File: src/rtl/memory_port_arbiter_pkg.sv
// ---------------------------------------------------------------------------
// memory_port_arbiter_pkg
//   Shared definitions for the single-port BRAM arbiter:
//     - owner_e : which requester owns the response stage
//     - counter_width() : bit width needed to count 0..limit inclusive
// ---------------------------------------------------------------------------
package memory_port_arbiter_pkg;

  typedef enum logic [1:0] {
    OWN_NONE  = 2'd0,
    OWN_INSTR = 2'd1,
    OWN_DATA  = 2'd2
  } owner_e;

  // Bits needed to hold every value from 0 up to and including limit.
  function automatic int counter_width(input int limit);
    return (limit < 1) ? 1 : $clog2(limit + 1);
  endfunction

endpackage

File: src/rtl/memory_port_arbiter_starvation_counter.sv
// ---------------------------------------------------------------------------
// memory_port_arbiter_starvation_counter
//   Counts consecutive cycles in which a pending fetch lost arbitration.
//   Saturates at STARVE_LIMIT; starve is high once the limit is reached.
// Ports
//   clock   in  system clock
//   reset   in  synchronous, active-low reset (clears the count)
//   inc     in  fetch pending but not granted this cycle
//   clr     in  fetch granted or not pending (has priority over inc)
//   starve  out count has reached STARVE_LIMIT
// ---------------------------------------------------------------------------
module memory_port_arbiter_starvation_counter
  import memory_port_arbiter_pkg::*;
#(
  parameter int STARVE_LIMIT = 4
) (
  input  logic clock,
  input  logic reset,
  input  logic inc,
  input  logic clr,
  output logic starve
);

  localparam int CNT_W = counter_width(STARVE_LIMIT);
  localparam logic [CNT_W-1:0] LIMIT = CNT_W'(STARVE_LIMIT);

  logic [CNT_W-1:0] cnt_reg;
  logic [CNT_W-1:0] cnt_next;

  always_comb begin
    cnt_next = cnt_reg;
    if (clr) begin
      cnt_next = '0;
    end else if (inc && (cnt_reg < LIMIT)) begin
      cnt_next = cnt_reg + CNT_W'(1);
    end
  end

  always_ff @(posedge clock) begin
    if (!reset) begin
      cnt_reg <= '0;
    end else begin
      cnt_reg <= cnt_next;
    end
  end

  assign starve = (cnt_reg >= LIMIT);

endmodule

File: src/rtl/memory_port_arbiter.sv
// ---------------------------------------------------------------------------
// memory_port_arbiter
//   Shares one single-port BRAM between the instruction-fetch port (i_mem_*)
//   and the data port (d_mem_*). At most one request is granted per cycle;
//   data wins unless a fetch has been starved for STARVE_LIMIT cycles. Read
//   data (or a write ack) is returned one cycle after the grant, on the port
//   that owned that grant, together with an echo of the granted address.
// Ports
//   clock, reset        system clock, synchronous active-low reset
//   i_mem_read          fetch request (held until i_mem_ready)
//   i_mem_address_in    fetch address
//   i_mem_ready         fetch granted this cycle
//   i_mem_valid         fetch response valid
//   i_mem_data_out      fetch response data
//   i_mem_address_out   granted fetch address echo
//   d_mem_read/write    data read / write request (held until d_mem_ready)
//   d_mem_byte_en       write byte enables
//   d_mem_address_in    data address
//   d_mem_data_in       write data
//   d_mem_ready         data granted this cycle
//   d_mem_valid         data read response or write ack
//   d_mem_data_out      read data, 0 for a write ack
//   d_mem_address_out   granted data address echo
//   bram_enable/write   BRAM port enable / write strobe
//   bram_byte_en        BRAM byte enables (all ones on reads)
//   bram_address        BRAM word address (low MEM_ADDRESS_BITS of request)
//   bram_data_in        BRAM write data
//   bram_data_out       BRAM read data, one cycle after a read enable
// ---------------------------------------------------------------------------
module memory_port_arbiter
  import memory_port_arbiter_pkg::*;
#(
  parameter int DATA_WIDTH       = 32,
  parameter int ADDRESS_BITS     = 32,
  parameter int MEM_ADDRESS_BITS = 14,
  parameter int STARVE_LIMIT     = 4
) (
  input  logic                        clock,
  input  logic                        reset,
  // instruction fetch port
  input  logic                        i_mem_read,
  input  logic [ADDRESS_BITS-1:0]     i_mem_address_in,
  output logic                        i_mem_ready,
  output logic                        i_mem_valid,
  output logic [DATA_WIDTH-1:0]       i_mem_data_out,
  output logic [ADDRESS_BITS-1:0]     i_mem_address_out,
  // data port
  input  logic                        d_mem_read,
  input  logic                        d_mem_write,
  input  logic [DATA_WIDTH/8-1:0]     d_mem_byte_en,
  input  logic [ADDRESS_BITS-1:0]     d_mem_address_in,
  input  logic [DATA_WIDTH-1:0]       d_mem_data_in,
  output logic                        d_mem_ready,
  output logic                        d_mem_valid,
  output logic [DATA_WIDTH-1:0]       d_mem_data_out,
  output logic [ADDRESS_BITS-1:0]     d_mem_address_out,
  // BRAM port
  output logic                        bram_enable,
  output logic                        bram_write,
  output logic [DATA_WIDTH/8-1:0]     bram_byte_en,
  output logic [MEM_ADDRESS_BITS-1:0] bram_address,
  output logic [DATA_WIDTH-1:0]       bram_data_in,
  input  logic [DATA_WIDTH-1:0]       bram_data_out
);

  localparam int BE_W = DATA_WIDTH / 8;

  logic d_req;
  logic i_req;
  logic starve;
  logic grant_d;
  logic grant_i;

  owner_e                  resp_owner_reg;
  owner_e                  resp_owner_next;
  logic                    resp_is_write_reg;
  logic                    resp_is_write_next;
  logic [ADDRESS_BITS-1:0] resp_addr_reg;
  logic [ADDRESS_BITS-1:0] resp_addr_next;

  // -------------------------------------------------------------------------
  // Grant logic. Gating with reset keeps every grant-derived output at 0
  // while reset is held, and lets the first grant happen in the very cycle
  // reset is released.
  // -------------------------------------------------------------------------
  assign d_req   = d_mem_read | d_mem_write;
  assign i_req   = i_mem_read;
  assign grant_d = reset & d_req & ~(i_req & starve);
  assign grant_i = reset & i_req & ~grant_d;

  assign i_mem_ready = grant_i;
  assign d_mem_ready = grant_d;

  // inc and clr are complementary: a pending fetch either lost (inc) or it
  // was granted / there was nothing pending (clr).
  memory_port_arbiter_starvation_counter #(
    .STARVE_LIMIT (STARVE_LIMIT)
  ) u_starvation_counter (
    .clock  (clock),
    .reset  (reset),
    .inc    (i_req & ~grant_i),
    .clr    (grant_i | ~i_req),
    .starve (starve)
  );

  // -------------------------------------------------------------------------
  // BRAM request mux. A data access with both read and write high is a write.
  // -------------------------------------------------------------------------
  always_comb begin
    bram_enable  = 1'b0;
    bram_write   = 1'b0;
    bram_byte_en = '0;
    bram_address = '0;
    bram_data_in = '0;
    if (grant_d) begin
      bram_enable  = 1'b1;
      bram_write   = d_mem_write;
      bram_byte_en = d_mem_write ? d_mem_byte_en : {BE_W{1'b1}};
      bram_address = d_mem_address_in[MEM_ADDRESS_BITS-1:0];
      bram_data_in = d_mem_data_in;
    end else if (grant_i) begin
      bram_enable  = 1'b1;
      bram_byte_en = {BE_W{1'b1}};
      bram_address = i_mem_address_in[MEM_ADDRESS_BITS-1:0];
    end
  end

  // -------------------------------------------------------------------------
  // Response stage: remembers who owns the access in flight so the BRAM read
  // data arriving next cycle can be steered to the right port.
  // -------------------------------------------------------------------------
  always_comb begin
    resp_owner_next    = OWN_NONE;
    resp_is_write_next = 1'b0;
    resp_addr_next     = '0;
    if (grant_d) begin
      resp_owner_next    = OWN_DATA;
      resp_is_write_next = d_mem_write;
      resp_addr_next     = d_mem_address_in;
    end else if (grant_i) begin
      resp_owner_next    = OWN_INSTR;
      resp_addr_next     = i_mem_address_in;
    end
  end

  always_ff @(posedge clock) begin
    if (!reset) begin
      resp_owner_reg    <= OWN_NONE;
      resp_is_write_reg <= 1'b0;
      resp_addr_reg     <= '0;
    end else begin
      resp_owner_reg    <= resp_owner_next;
      resp_is_write_reg <= resp_is_write_next;
      resp_addr_reg     <= resp_addr_next;
    end
  end

  // Response outputs. Gating with reset drops a response that was in flight
  // when reset asserted.
  always_comb begin
    i_mem_valid       = 1'b0;
    i_mem_data_out    = '0;
    i_mem_address_out = '0;
    d_mem_valid       = 1'b0;
    d_mem_data_out    = '0;
    d_mem_address_out = '0;
    if (reset) begin
      case (resp_owner_reg)
        OWN_INSTR: begin
          i_mem_valid       = 1'b1;
          i_mem_data_out    = bram_data_out;
          i_mem_address_out = resp_addr_reg;
        end
        OWN_DATA: begin
          d_mem_valid       = 1'b1;
          d_mem_data_out    = resp_is_write_reg ? '0 : bram_data_out;
          d_mem_address_out = resp_addr_reg;
        end
        default: begin
        end
      endcase
    end
  end

endmodule
File: config.mk
export PLATFORM = sky130hd
export DESIGN_NAME = memory_port_arbiter
export DESIGN_NICKNAME = d
export VERILOG_FILES = /design/src/rtl/memory_port_arbiter_pkg.sv /design/src/rtl/memory_port_arbiter_starvation_counter.sv /design/src/rtl/memory_port_arbiter.sv
export SDC_FILE = /design/constraint.sdc
export NUM_CORES = 1
export LEC_CHECK = 0
export CORE_AREA = 4 4 124 126
export DETAILED_ROUTE_END_ITERATION = 6
export DIE_AREA = 0 0 128 130
export GPL_TIMING_DRIVEN = 0
export PLACE_DENSITY_LB_ADDON = 0.05
export SKIP_CTS_REPAIR_TIMING = 1
export SLEW_MARGIN = 10
export SYNTH_ARGS = -nofsm -noshare
export SYNTH_HDL_FRONTEND = slang
export SYNTH_HIERARCHICAL = 1
export SYNTH_SLANG_ARGS = --single-unit
export TNS_END_PERCENT = 1
File: constraint.sdc
create_clock -name clock -period 2.2 [get_ports clock]
set_input_delay 0.33 -clock clock [delete_from_list [all_inputs] [get_ports clock]]
set_output_delay 0.33 -clock clock [all_outputs]
set_load 0.02 [all_outputs]
## Yosys cells after proc, flatten, opt, wreduce, memory -nomap -nowiden

Index checks and enable logic that the tools add are counted.

| word-level totals | value |
|---|---|
| bits in registers | 38 |
| output and inout port bits | 184 |

| operators by class | value |
|---|---|
| add/sub/neg operators | 1 |
| magnitude comparators | 2 |
| equal/unequal tests | 2 |
| muxes and demuxes | 26 |
| bitwise gates (word level) | 13 |
| reductions and logical operators | 3 |

Operators by type and width:

| operator | count |
|---|---|
| 32-bit 2-to-1 mux | 12 |
| 14-bit 2-to-1 mux | 2 |
| 4-bit 2-to-1 mux | 3 |
| 1-bit 2-to-1 mux | 8 |
| 1-bit AND | 6 |
| 1-bit NOT | 5 |
| 2-bit OR reduction | 2 |
| 3-bit by 1-bit adder with 3-bit output, second input constant | 1 |
| 3-bit >= comparator, second input constant | 1 |
| 3-bit < comparator, second input constant | 1 |
| 2-bit by 1-bit == test with 1-bit output, second input constant | 1 |
| 2-bit == test, second input constant | 1 |
| 2-bit 2-to-1 mux | 1 |
| 1-bit bitwise OR | 2 |
| 1-bit logical AND | 1 |

## Logic depth before layout (Yosys ltp)

Gate-level depths: netlist of run 1.

| logic depth | value |
|---|---|
| depth in word-level cells | 9 |
| mapped depth | 7 |
| mapped depth without buffers | 6 |

## Cells and area by module

The synthesis of run 1 kept the hierarchy.

Modules (own cells, without submodules):

| module | times used | cells each | area each (um^2) | sequential area each (um^2) |
|---|---|---|---|---|
| memory_port_arbiter | 1 | 302 | 2,497.4 | 700.7 |
| memory_port_arbiter_starvation_counter | 1 | 16 | 151.4 | 60.1 |

## Worst setup path before layout of run 1

Ideal clock, no wire load.

| timing path | value |
|---|---|
| kind | register to output |
| start point | register u_starvation_counter.cnt_reg[2] |
| end point | output bram_address[10] |
| data arrival time | 1,456 ps |
| required time | 1,870 ps |
| setup slack | 414 ps |
| stages on the path, launching flop included | 6 |
| buffers on the path | 3 |
| cells stage by stage | dfxtp_1 -> clkbuf_1 -> o211a_1 -> clkbuf_1 -> a22o_1 -> buf_4 |

| on the way | value |
|---|---|
| longest elaborated chain between the ends | 8 |

Ends and longest elaborated chain:

| what | RTL line | text |
|---|---|---|
| start, declared | memory_port_arbiter_starvation_counter.sv:27 | `logic [CNT_W-1:0] cnt_reg;` |
| start signal, assigned | memory_port_arbiter_starvation_counter.sv:43 | `cnt_reg <= cnt_next;` |
| 3-bit >= comparator | memory_port_arbiter_starvation_counter.sv:47 | `assign starve = (cnt_reg >= LIMIT);` |
| via starve | memory_port_arbiter.sv:70 | `logic starve;` |
| 1-bit AND | memory_port_arbiter.sv:88 | `assign grant_d = reset & d_req & ~(i_req & starve);` |
| 1-bit NOT | memory_port_arbiter.sv:88 |  |
| 1-bit AND | memory_port_arbiter.sv:88 |  |
| 1-bit NOT | memory_port_arbiter.sv:89 | `assign grant_i = reset & i_req & ~grant_d;` |
| 1-bit AND | memory_port_arbiter.sv:89 |  |
| via i_mem_ready | memory_port_arbiter.sv:43 | `output logic i_mem_ready,` |
| 14-bit 2-to-1 mux | memory_port_arbiter.sv:121 | `end else if (grant_i) begin` |
| 14-bit 2-to-1 mux | memory_port_arbiter.sv:115 | `if (grant_d) begin` |
| end, declared | memory_port_arbiter.sv:61 | `output logic [MEM_ADDRESS_BITS-1:0] bram_address,` |

The timed path passes the listed nets, and every way through them passes these cells.

## Worst setup path after layout of run 1

| timing path | value |
|---|---|
| start point | register resp_owner_reg[0] |
| end point | output d_mem_data_out[6] |

| on the way | value |
|---|---|
| longest elaborated chain between the ends | 3 |

Ends and longest elaborated chain:

| what | RTL line | text |
|---|---|---|
| start, declared | memory_port_arbiter.sv:74 | `owner_e resp_owner_reg;` |
| start signal, assigned | memory_port_arbiter.sv:152 | `resp_owner_reg <= resp_owner_next;` |
| 2-bit == test | memory_port_arbiter.sv:168 | `case (resp_owner_reg)` |
| 32-bit 2-to-1 mux | memory_port_arbiter.sv:168 |  |
| 32-bit 2-to-1 mux | memory_port_arbiter.sv:167 | `if (reset) begin` |
| end, declared | memory_port_arbiter.sv:55 | `output logic [DATA_WIDTH-1:0] d_mem_data_out,` |

Every way passes these cells.

==> results of run 1 <==
==> cell usage in the layout, fill, tap and decap left out, drive strengths merged, types with 2 or more instances in the layout <==
cell and n:
clkdlybuf4s50 178, clkinv 2, dfxtp 38, inv 4, clkbuf 38, nand2b 2
ha 2, buf 54, and3b 2, o21a 4, a22o 46, and2 160
dlymetal6s2s 97, nor2b 4, o211a 2, nor2 4
==> stage by stage <==
stage	cells	worst slack (ns)
floorplan	318	0.4140
global placement	822	-0.8092
detailed placement	822	-0.8153
CTS	829	-0.8327
global route	828	-0.3445
finish	828	-0.2228
==> layer usage <==
| metal | wire length, µm | part of all wire | GRT usage | vias up |
|---|---|---|---|---|
| met1 | 4967 | 0.35 | 0.1617 | 1565 |
| met5 | 0 | 0 | 0 | - |
| met4 | 78 | 0.0056 | 0.02310 | 0 |
| met3 | 1324 | 0.094 | 0.04953 | 4 |
| li1 | - | - | - | 1672 |
| met2 | 7647 | 0.55 | 0.3090 | 180 |
==> power breakdown <==
group	internal (mW)	total (mW)	switching (mW)	leakage [nW]
Combinational	0.466	0.791	0.325	3.90
Sequential	0.731	0.746	0.0155	0.315
Clock	0.410	0.692	0.283	0.0694
==> worst reg2reg max path, stage by stage (launching register included) <==
cell and delay [ns]:
dfxtp_2 0.34, buf_4 0.15, o211a_4 0.27, buf_4 0.22, nor2b_1 0.18, nor2b_4 0.19, mux2i_1 0.19, nor2_1 0.05
==> layout make-up <==
type / instances / area, µm²
Sequential cell: 38 / 762.0
Clock inverter: 2 / 10.01
Multi-Input combinational cell: 233 / 1634
Timing Repair Buffer: 320 / 3278
Fill cell: 1441 / 7943
Inverter: 4 / 15.01
Buffer: 42 / 316.6
Tap cell: 184 / 230.2
Clock buffer: 5 / 125.1
==> Yosys cell counts <==
master	number
nor2_2	1
inv_1	4
o21a_1	4
and2b_1	1
and3b_1	2
nand2_1	1
dfxtp_1	38
nor2b_4	1
a21boi_2	1
buf_6	2
nor2_1	3
o31a_1	1
clkbuf_1	13
nor2b_1	3
buf_4	19
nand2b_1	2
and2_1	160
clkbuf_2	5
o211a_1	2
mux2i_1	1
a21oi_1	1
buf_2	4
xnor2_1	1
a22o_1	46
ha_1	2
==> kinds of logic (layout without fill, tap and decap cells) <==
logic type      count (synthesis)  count (layout)  synth area share
fa+ha+maj                       2               2          0.009446
flops                          38              38            0.2872
buf+inv                        47             373            0.1034
compound gates                 55              55            0.1804
xor+xnor                        1               1          0.003307
simple gates                  174             174            0.4124
mux                             1               1          0.003779
==> worst max path at each step <==
| stage | from | to | slack [ns] | depth (start not counted) |
|---|---|---|---|---|
| after floorplan | u_starvation_counter/cnt_reg[2]$_SDFFE_PP0P_ | bram_address[10] | 0.41 | 5 |
| after global placement | d_mem_write | bram_address[2] | -0.81 | 8 |
| after detailed placement | d_mem_write | bram_address[2] | -0.82 | 8 |
| after CTS | d_mem_write | bram_address[2] | -0.83 | 8 |
| after global routing | resp_owner_reg[0]$_SDFF_PP0_ | d_mem_data_out[6] | -0.34 | 6 |
| final | resp_owner_reg[0]$_SDFF_PP0_ | d_mem_data_out[6] | -0.22 | 6 |
==> results by group, run 1 <==
Timing
  • Min Hold Slack: 0.4152 ns
  • Setup slack after layout: -0.2228 ns
  • Tmin final: 2.423 ns
  • Unrepaired setup endpoints after global routing: yes
  • Clock Skew: 0.005652 ns
  • Fin. Hold Viols: 0
  • Fin Setup TNS: -2.541 ns
  • Fmax: 0.4127 GHz
  • Worst Max-Slew Pin Slew: 0.6192 ns
  • Crit share post-route: 1.101
  • Slew headroom: 0.5872
  • Final Slew Violations: 0
  • Final setup fails: 27

Logic synthesis
  • Area contributors post-synth: and2_1 38%, dfxtp_1 29%, a22o_1 15%
  • Post-synthesis instance area: 2649 µm²
  • FF+latch count, synth: 38
  • Cell count after synthesis: 318
  • Syn Nets: 457
  • Area leader, netlist: and2_1
  • Synth cell types: 25
  • Synth warn: 6
  • Sequential share of the synthesized area: 0.2872
  • Synth Area per Inst: 8.330 µm²
  • Area share of the largest cell type after synthesis: 0.3779

Setup path
  • Critical Path Max Stage Delay: 0.59 ns
  • Critical R2R Launch: u_starvation_counter/cnt_reg[2]$_SDFFE_PP0P_
  • CP max-delay cell: clkdlybuf4s50_1
  • CP startpoint kind: flop
  • Critical Path AT: 2.09 ns
  • Setup slack on the worst flop-to-flop path: 0.50 ns
  • R2R cell count: 7
  • CP Cell Sequence: and3b_1 > buf_2 > and2b_1 > clkbuf_4 > and2_1 > clkdlybuf4s50_1
  • Critical path fanouts, max: 10
  • Worst reg2reg endpoint: u_starvation_counter/cnt_reg[1]$_SDFFE_PP0P_
  • Worst Path Required: 1.87 ns
  • Worst Path Buf+Inv: 3
  • Worst setup path class: reg -> out
  • Top delay family on crit path: buffers and inverters
  • CP endpoint kind: output pin

Worst hold path
  • Hold Startpoint: d_mem_read
  • Hold depth: 3
  • Worst min path class: in -> reg
  • Sink of the worst hold path: resp_owner_reg[1]$_SDFF_PN0_

Global route
  • Global-route wire length before repair: 20.09 mm
  • Overall routing resource usage: 0.1555
  • Initial antenna violation count: 0
  • GR Overflow Total: 0
  • Largest net degree at the start of global routing: 12
  • Vias in the first global route: 3489

Clock network
  • CTS Buf Count: 5
  • CTS tree: yes
  • Clock sinks: 38
  • Clk buf depth: 2
  • H-tree depth: 2
  • CTS Root Cell: clkbuf_16
  • Clock slew at reported path FFs: 0.06 ns
  • Latest clock arrival within the worst-skew pair: 0.28 ns

Power and ir drop
  • Power Total: 2.230 mW
  • Pleak: 4.288 nW
  • Pwr Density: 350.0 nW/µm²
  • Peak supply drop: 0.2263 mV

Route
  • Antenna viol nets, final: 0
  • Vias per cell: 4.132
  • Detailed Routing Iterations Pass 1: 4
  • Iter 0 DRT Violations: 69
  • Residual DRC count: 0
  • Vias: 3421
  • Detailed-route wire length: 14.02 mm
  • Routed WL per cell: 16.93 µm

Placement
  • I/O Buffers: 320
  • Area after DPL: 6082 µm²
  • Placer congestion estimate: 0.8003
  • HPWL after detailed placement: 11.84 mm

Floorplan
  • Initial Util: 0.1851
  • Die Y: 130 µm
  • Core box area: 14310 µm²
  • Die width: 128 µm
  • Die ar.: 16640 µm²
  • Site Rows: 44
  • IO Pins: 321

Run status
  • Violated checks: negative setup slack
  • Status: complete, but fails checks

Cells and area
  • Antenna Cells: 0
  • Max FFs per register: 32
  • Cell area after layout: 6371 µm²
  • Area Growth Syn to Fin: 140.5%
  • Final core area utilization: 0.4451
  • Proportion of layout cells with a drive suffix above 1: 0.1506
  • Final #Nets: 783

Flow run
  • Max Cap Viol: 0
(Power assumes the default switching activity.)
==> run 2: changes to the inputs <==
--- a/config.mk
+++ b/config.mk
@@ -9,7 +9,6 @@
 export DETAILED_ROUTE_END_ITERATION = 6
 export DIE_AREA = 0 0 128 130
 export GPL_TIMING_DRIVEN = 0
-export PLACE_DENSITY_LB_ADDON = 0.05
 export SKIP_CTS_REPAIR_TIMING = 1
 export SLEW_MARGIN = 10
 export SYNTH_ARGS = -nofsm -noshare
==> run 2 against run 1 <==
Compared with the run above:
- the flow still finishes with violations (negative setup slack)
- routed wire length grew 2.9%
- sequential share of layout area is essentially flat
- sequential power is essentially flat
- cell count is the same
- first-iteration DRC count shrank 41%
- worst setup slack gained 0.089 ns
- global-route usage grew 0.14 points
- flip-flop and latch count is the same
- combinational power shrank 1%
- clock-buffer cell count grew 1
- via count grew 0.56%
- critical path type unchanged
- largest cell class unchanged
==> results by group, run 2 (synthesized netlist as in run 1, its figures left out) <==
Cells and area
  • Final core area utilization: 0.4443
  • Commonest non-fill, non-tap cell in the layout: and2_1
  • Fillers: 1413
  • Final #Nets: 783
  • Cell area after layout: 6360 µm²
  • Non-Filler Instances: 828
  • Commonest non-fill, non-tap cells in the layout: 160 x and2_1, 152 x clkdlybuf4s50_1, 114 x dlymetal6s2s_1, 46 x a22o_1, 43 x clkbuf_2
  • Max FFs per register: 32
  • Proportion of layout cells with a drive suffix above 1: 0.1661
  • Area Growth Syn to Fin: 140.1%
  • Antenna Cells: 0

Floorplan
  • Initial Util: 0.1851
  • Die Y: 130 µm
  • Die width: 128 µm
  • IO Pins: 321
  • Site Rows: 44
  • Die ar.: 16640 µm²
  • Core box area: 14310 µm²

Timing
  • Slew headroom: 0.6416
  • Fin Setup TNS: -0.2286 ns
  • Min Hold Slack: 0.4171 ns
  • Setup slack after layout: -0.1335 ns
  • Crit share post-route: 1.061
  • Clock Skew: 0.003090 ns
  • Fin. Hold Viols: 0
  • Final Slew Violations: 0
  • Unrepaired setup endpoints after global routing: yes
  • Worst Max-Slew Pin Slew: 0.5377 ns
  • Tmin final: 2.333 ns
  • Fmax: 0.4285 GHz
  • Final setup fails: 6

Route
  • Antenna viol nets, final: 0
  • Residual DRC count: 0
  • Vias: 3440
  • Vias per cell: 4.155
  • Detailed-route wire length: 14.43 mm
  • Routed WL per cell: 17.43 µm
  • Detailed Routing Iterations Pass 1: 4
  • Iter 0 DRT Violations: 41

Placement
  • Placer congestion estimate: 0.8785
  • Placed cell count: 822
  • HPWL after detailed placement: 12.33 mm
  • Pre-CTS WS: -0.8341 ns
  • Area after DPL: 6082 µm²
  • I/O Buffers: 320

Setup path
  • CP endpoint kind: output pin
  • Critical path fanouts, max: 10
  • Critical Path Max Stage Delay: 0.62 ns
  • Worst Path Buf+Inv: 3
  • CP Cell Sequence: and3b_1 > clkbuf_4 > clkbuf_4 > and2_1 > clkdlybuf4s50_1
  • Critical Path AT: 2.00 ns
  • Most used cell, CP: clkbuf_4
  • R2R cell count: 7
  • Worst Path Required: 1.87 ns
  • CP max-delay cell: clkdlybuf4s50_1
  • Critical Path Stages: 5
  • Worst setup path class: reg -> out
  • Top delay family on crit path: buffers and inverters
  • CP startpoint kind: flop

Clock network
  • Clk buf depth: 2
  • Clock slew at reported path FFs: 0.06 ns
  • Clock sinks: 38
  • CTS Root Cell: clkbuf_16
  • H-tree depth: 2
  • CTS Buf Count: 5
  • CTS tree: yes
  • Latest clock arrival within the worst-skew pair: 0.27 ns

Global route
  • GR Overflow Total: 0
  • Overall routing resource usage: 0.1569
  • Vias in the first global route: 3561
  • Global-route wire length before repair: 20.26 mm
  • Largest net degree at the start of global routing: 12
  • Initial antenna violation count: 0

Worst hold path
  • Hold depth: 3
  • Worst min path class: in -> reg

Power and ir drop
  • Peak supply drop: 0.2250 mV
  • Pwr Density: 371.7 nW/µm²
  • Power Total: 2.364 mW
  • Pleak: 4.583 nW

Run status
  • Status: complete, but fails checks
  • Violated checks: negative setup slack

Flow run
  • Max Cap Viol: 0
## run 2: report_power, final
group	switching, mW	total (mW)	internal [mW]
Combinational	0.329	0.780	0.451
Sequential	0.0165	0.747	0.731
Clock	0.277	0.836	0.560
Total	0.622	2.36	1.74
## run 2: metal layers
| metal | vias up | GRT usage | wire, µm |
|---|---|---|---|
| li1 | 1671 | - | - |
| met3 | 4 | 0.05239 | 1400 |
| met5 | - | 0 | 0 |
| met2 | 201 | 0.3084 | 7889 |
| met1 | 1564 | 0.1608 | 5066 |
| met4 | 0 | 0.03246 | 72 |
## run 2: final timing paths
kind                                                                     end  slack (ns)                                         start
worst max-delay path                                   i_mem_address_out[21]       -0.13                  resp_owner_reg[1]$_SDFF_PN0_
worst min-delay path                            resp_owner_reg[1]$_SDFF_PN0_        0.42                                   d_mem_write
worst max register to register  u_starvation_counter/cnt_reg[1]$_SDFFE_PP0P_        0.52  u_starvation_counter/cnt_reg[2]$_SDFFE_PP0P_
worst min register to register  u_starvation_counter/cnt_reg[2]$_SDFFE_PP0P_        0.54  u_starvation_counter/cnt_reg[2]$_SDFFE_PP0P_
## run 2: final cells by class
| class | count | area, µm² | share of cell area |
|---|---|---|---|
| repair buffers | 320 | 3253 | 0.5115 |
| multi-input cells | 233 | 1630 | 0.2563 |
| flip-flops and latches | 38 | 762.0 | 0.1198 |
| plain buffers | 42 | 300.3 | 0.04722 |
| well taps | 184 | 230.2 | 0.03620 |
| clock buffers | 6 | 138.9 | 0.02184 |
| clock inverters | 1 | 30.03 | 0.004722 |
| inverters | 4 | 15.01 | 0.002361 |
## run 2: worst min-delay path, cell delays in order
cell            delay, ns
dlymetal6s2s_1       0.17
nor2_4               0.07
nor2b_1              0.09
==> run 3: changes to the inputs <==
--- a/config.mk
+++ b/config.mk
@@ -9,6 +9,7 @@
 export DETAILED_ROUTE_END_ITERATION = 6
 export DIE_AREA = 0 0 128 130
 export GPL_TIMING_DRIVEN = 0
+export SETUP_SLACK_MARGIN = 0.5
 export SKIP_CTS_REPAIR_TIMING = 1
 export SLEW_MARGIN = 10
 export SYNTH_ARGS = -nofsm -noshare
==> run 3 against run 2 <==
Compared with the run above:
- the flow now finishes without violations
- power rose by 7.1%
- sequential power barely moved
- clock-buffer cell count fell by 1
- worst setup slack improved by 0.27 ns
- worst hold slack got worse by 0.0086 ns
- die area did not move
- critical path type unchanged
- combinational power rose by 5.8%
- highest routed layer unchanged
- critical endpoint is now bram_address[12]
==> results by group, run 3 (synthesized netlist as in run 1, its figures left out) <==
Route
  • Routed WL per cell: 17.15 µm
  • Metal2 WL: 7.742 mm
  • Top Layer Used: met4
  • DR WL met3: 1.394 mm
  • Vias: 3447
  • Detailed-route wire length: 14.34 mm
  • Iter 0 DRT Violations: 39
  • Detailed Routing Iterations Pass 1: 4
  • Vias per cell: 4.123
  • Residual DRC count: 0
  • Post-route met1 wirelength: 5.109 mm
  • Antenna viol nets, final: 0

Power and ir drop
  • Pwr Density: 387.5 nW/µm²
  • Peak supply drop: 0.3028 mV
  • Power Total: 2.532 mW
  • Pleak: 4.700 nW

Placement
  • Placed cell count: 822
  • HPWL after detailed placement: 11.84 mm
  • Placer congestion estimate: 0.8671
  • I/O Buffers: 320

Clock network
  • CTS Buf Count: 5
  • H-tree depth: 2
  • Clk buf depth: 2
  • CTS Root Cell: clkbuf_16
  • Clock sinks: 38
  • Latest clock arrival within the worst-skew pair: 0.28 ns
  • CTS tree: yes
  • Clock slew at reported path FFs: 0.06 ns

Timing
  • Slew headroom: 0.6032
  • Worst Max-Slew Pin Slew: 0.5952 ns
  • Final setup fails: 0
  • Fin. Hold Viols: 0
  • Clock Skew: 0.002615 ns
  • Fmax: 0.4853 GHz
  • Unrepaired setup endpoints after global routing: yes
  • Min Hold Slack: 0.4086 ns
  • Fin Setup TNS: 0 ns
  • Tmin final: 2.061 ns
  • Final Slew Violations: 0
  • Crit share post-route: 0.9367

Global route
  • Overall routing resource usage: 0.1543
  • Global-route wire length before repair: 20.04 mm
  • Initial antenna violation count: 0
  • Vias in the first global route: 3611
  • Largest net degree at the start of global routing: 14
  • GR Overflow Total: 0

Cells and area
  • Area Growth Syn to Fin: 146.7%
  • Reg area: 762.0 µm²
  • Antenna Cells: 0
  • Commonest non-fill, non-tap cell in the layout: and2_1
  • Final #Nets: 790
  • Max FFs per register: 32
  • Proportion of layout cells with a drive suffix above 1: 0.2193
  • Non-Filler Instances: 836
  • Area of the multi-input gates: 1663 µm²
  • Commonest non-fill, non-tap cells in the layout: 153 x and2_1, 135 x clkdlybuf4s50_1, 112 x dlymetal6s2s_1, 46 x a22o_1, 43 x clkbuf_2
  • Fillers: 1397
  • Final core area utilization: 0.4565

Setup path
  • Critical path fanouts, max: 8
  • Critical Path AT: 1.73 ns
  • CP endpoint kind: output pin
  • CP startpoint kind: flop
  • R2R cell count: 8
  • Worst reg2reg endpoint: u_starvation_counter/cnt_reg[1]$_SDFFE_PP0P_
  • Setup slack on the worst flop-to-flop path: 0.51 ns
  • Worst setup path class: reg -> out
  • Critical R2R Launch: u_starvation_counter/cnt_reg[2]$_SDFFE_PP0P_
  • Worst Path Required: 1.87 ns

Floorplan
  • Site Rows: 44
  • IO Pins: 321
  • Die Y: 130 µm
  • Die ar.: 16640 µm²
  • Core box area: 14310 µm²
  • Initial Util: 0.1851
  • Die width: 128 µm

Worst hold path
  • Worst min path class: in -> reg
  • Sink of the worst hold path: resp_owner_reg[1]$_SDFF_PN0_
  • Hold depth: 3
  • Hold Startpoint: d_mem_read

Run status
  • Status: complete, no violations

Flow run
  • Max Cap Viol: 0
-- run 3: cell types whose count changed in the layout (fill, tap and decap cells not counted), sizes merged --
cell,delta
clkinv,+1
buf,+26
dlymetal6s2s,-2
clkbuf,-1
clkdlybuf4s50,-17
bufinv,+1
-- run 3: where the power goes --
part	internal [mW]	leakage, nW	total [mW]	switching [mW]
clock network	0.652	0.0940	0.959	0.307
logic	0.486	4.29	0.825	0.339
registers	0.731	0.315	0.748	0.0169
total	1.87	4.70	2.53	0.664
-- run 3: per-stage QoR --
step                cell area (µm²)  setup slack, ns
floorplan                      2651           0.5087
finish                         6534           0.1393
global route                   6534          0.07952
global placement               6085          -0.8002
CTS                            6279          -0.8295
detailed placement             6085          -0.8156
-- run 3: how the worst max path moves through the flow --
stage,endpoint,cells past startpoint,slack (ns),start
2_1_floorplan,bram_address[10],7,0.51,u_starvation_counter/cnt_reg[2]$_SDFFE_PP0P_
3_3_place_gp,i_mem_address_out[6],6,-0.80,reset
3_5_place_dp,i_mem_address_out[6],6,-0.82,reset
4_1_cts,i_mem_address_out[6],6,-0.83,reset
5_1_grt,bram_address[5],8,0.08,u_starvation_counter/cnt_reg[2]$_SDFFE_PP0P_
6_report,bram_address[12],8,0.14,u_starvation_counter/cnt_reg[2]$_SDFFE_PP0P_
-- run 3: worst max-delay path, stage by stage, from the launching register on --
cell	delay (ns)
dfxtp_2	0.35
buf_6	0.12
a21boi_4	0.05
nor2b_4	0.14
buf_8	0.15
clkbuf_16	0.15
a22o_1	0.22
buf_4	0.12
buf_4	0.14
-- run 3: cell type report --
cell class	instances	area share
buffer	43	0.05553
clock buffer	5	0.01915
clock inverter	3	0.01053
inverter	4	0.002298
multi-input combinational	233	0.2545
sequential	38	0.1166
tap	184	0.03524
timing repair buffer	326	0.5061
-- run 3: routing by layer --
| metal | track usage | up-vias |
|---|---|---|
| met5 | 0 | - |
| met4 | 0.02684 | 0 |
| met3 | 0.04503 | 6 |
| met2 | 0.3090 | 197 |
| met1 | 0.1595 | 1556 |
| li1 | - | 1688 |
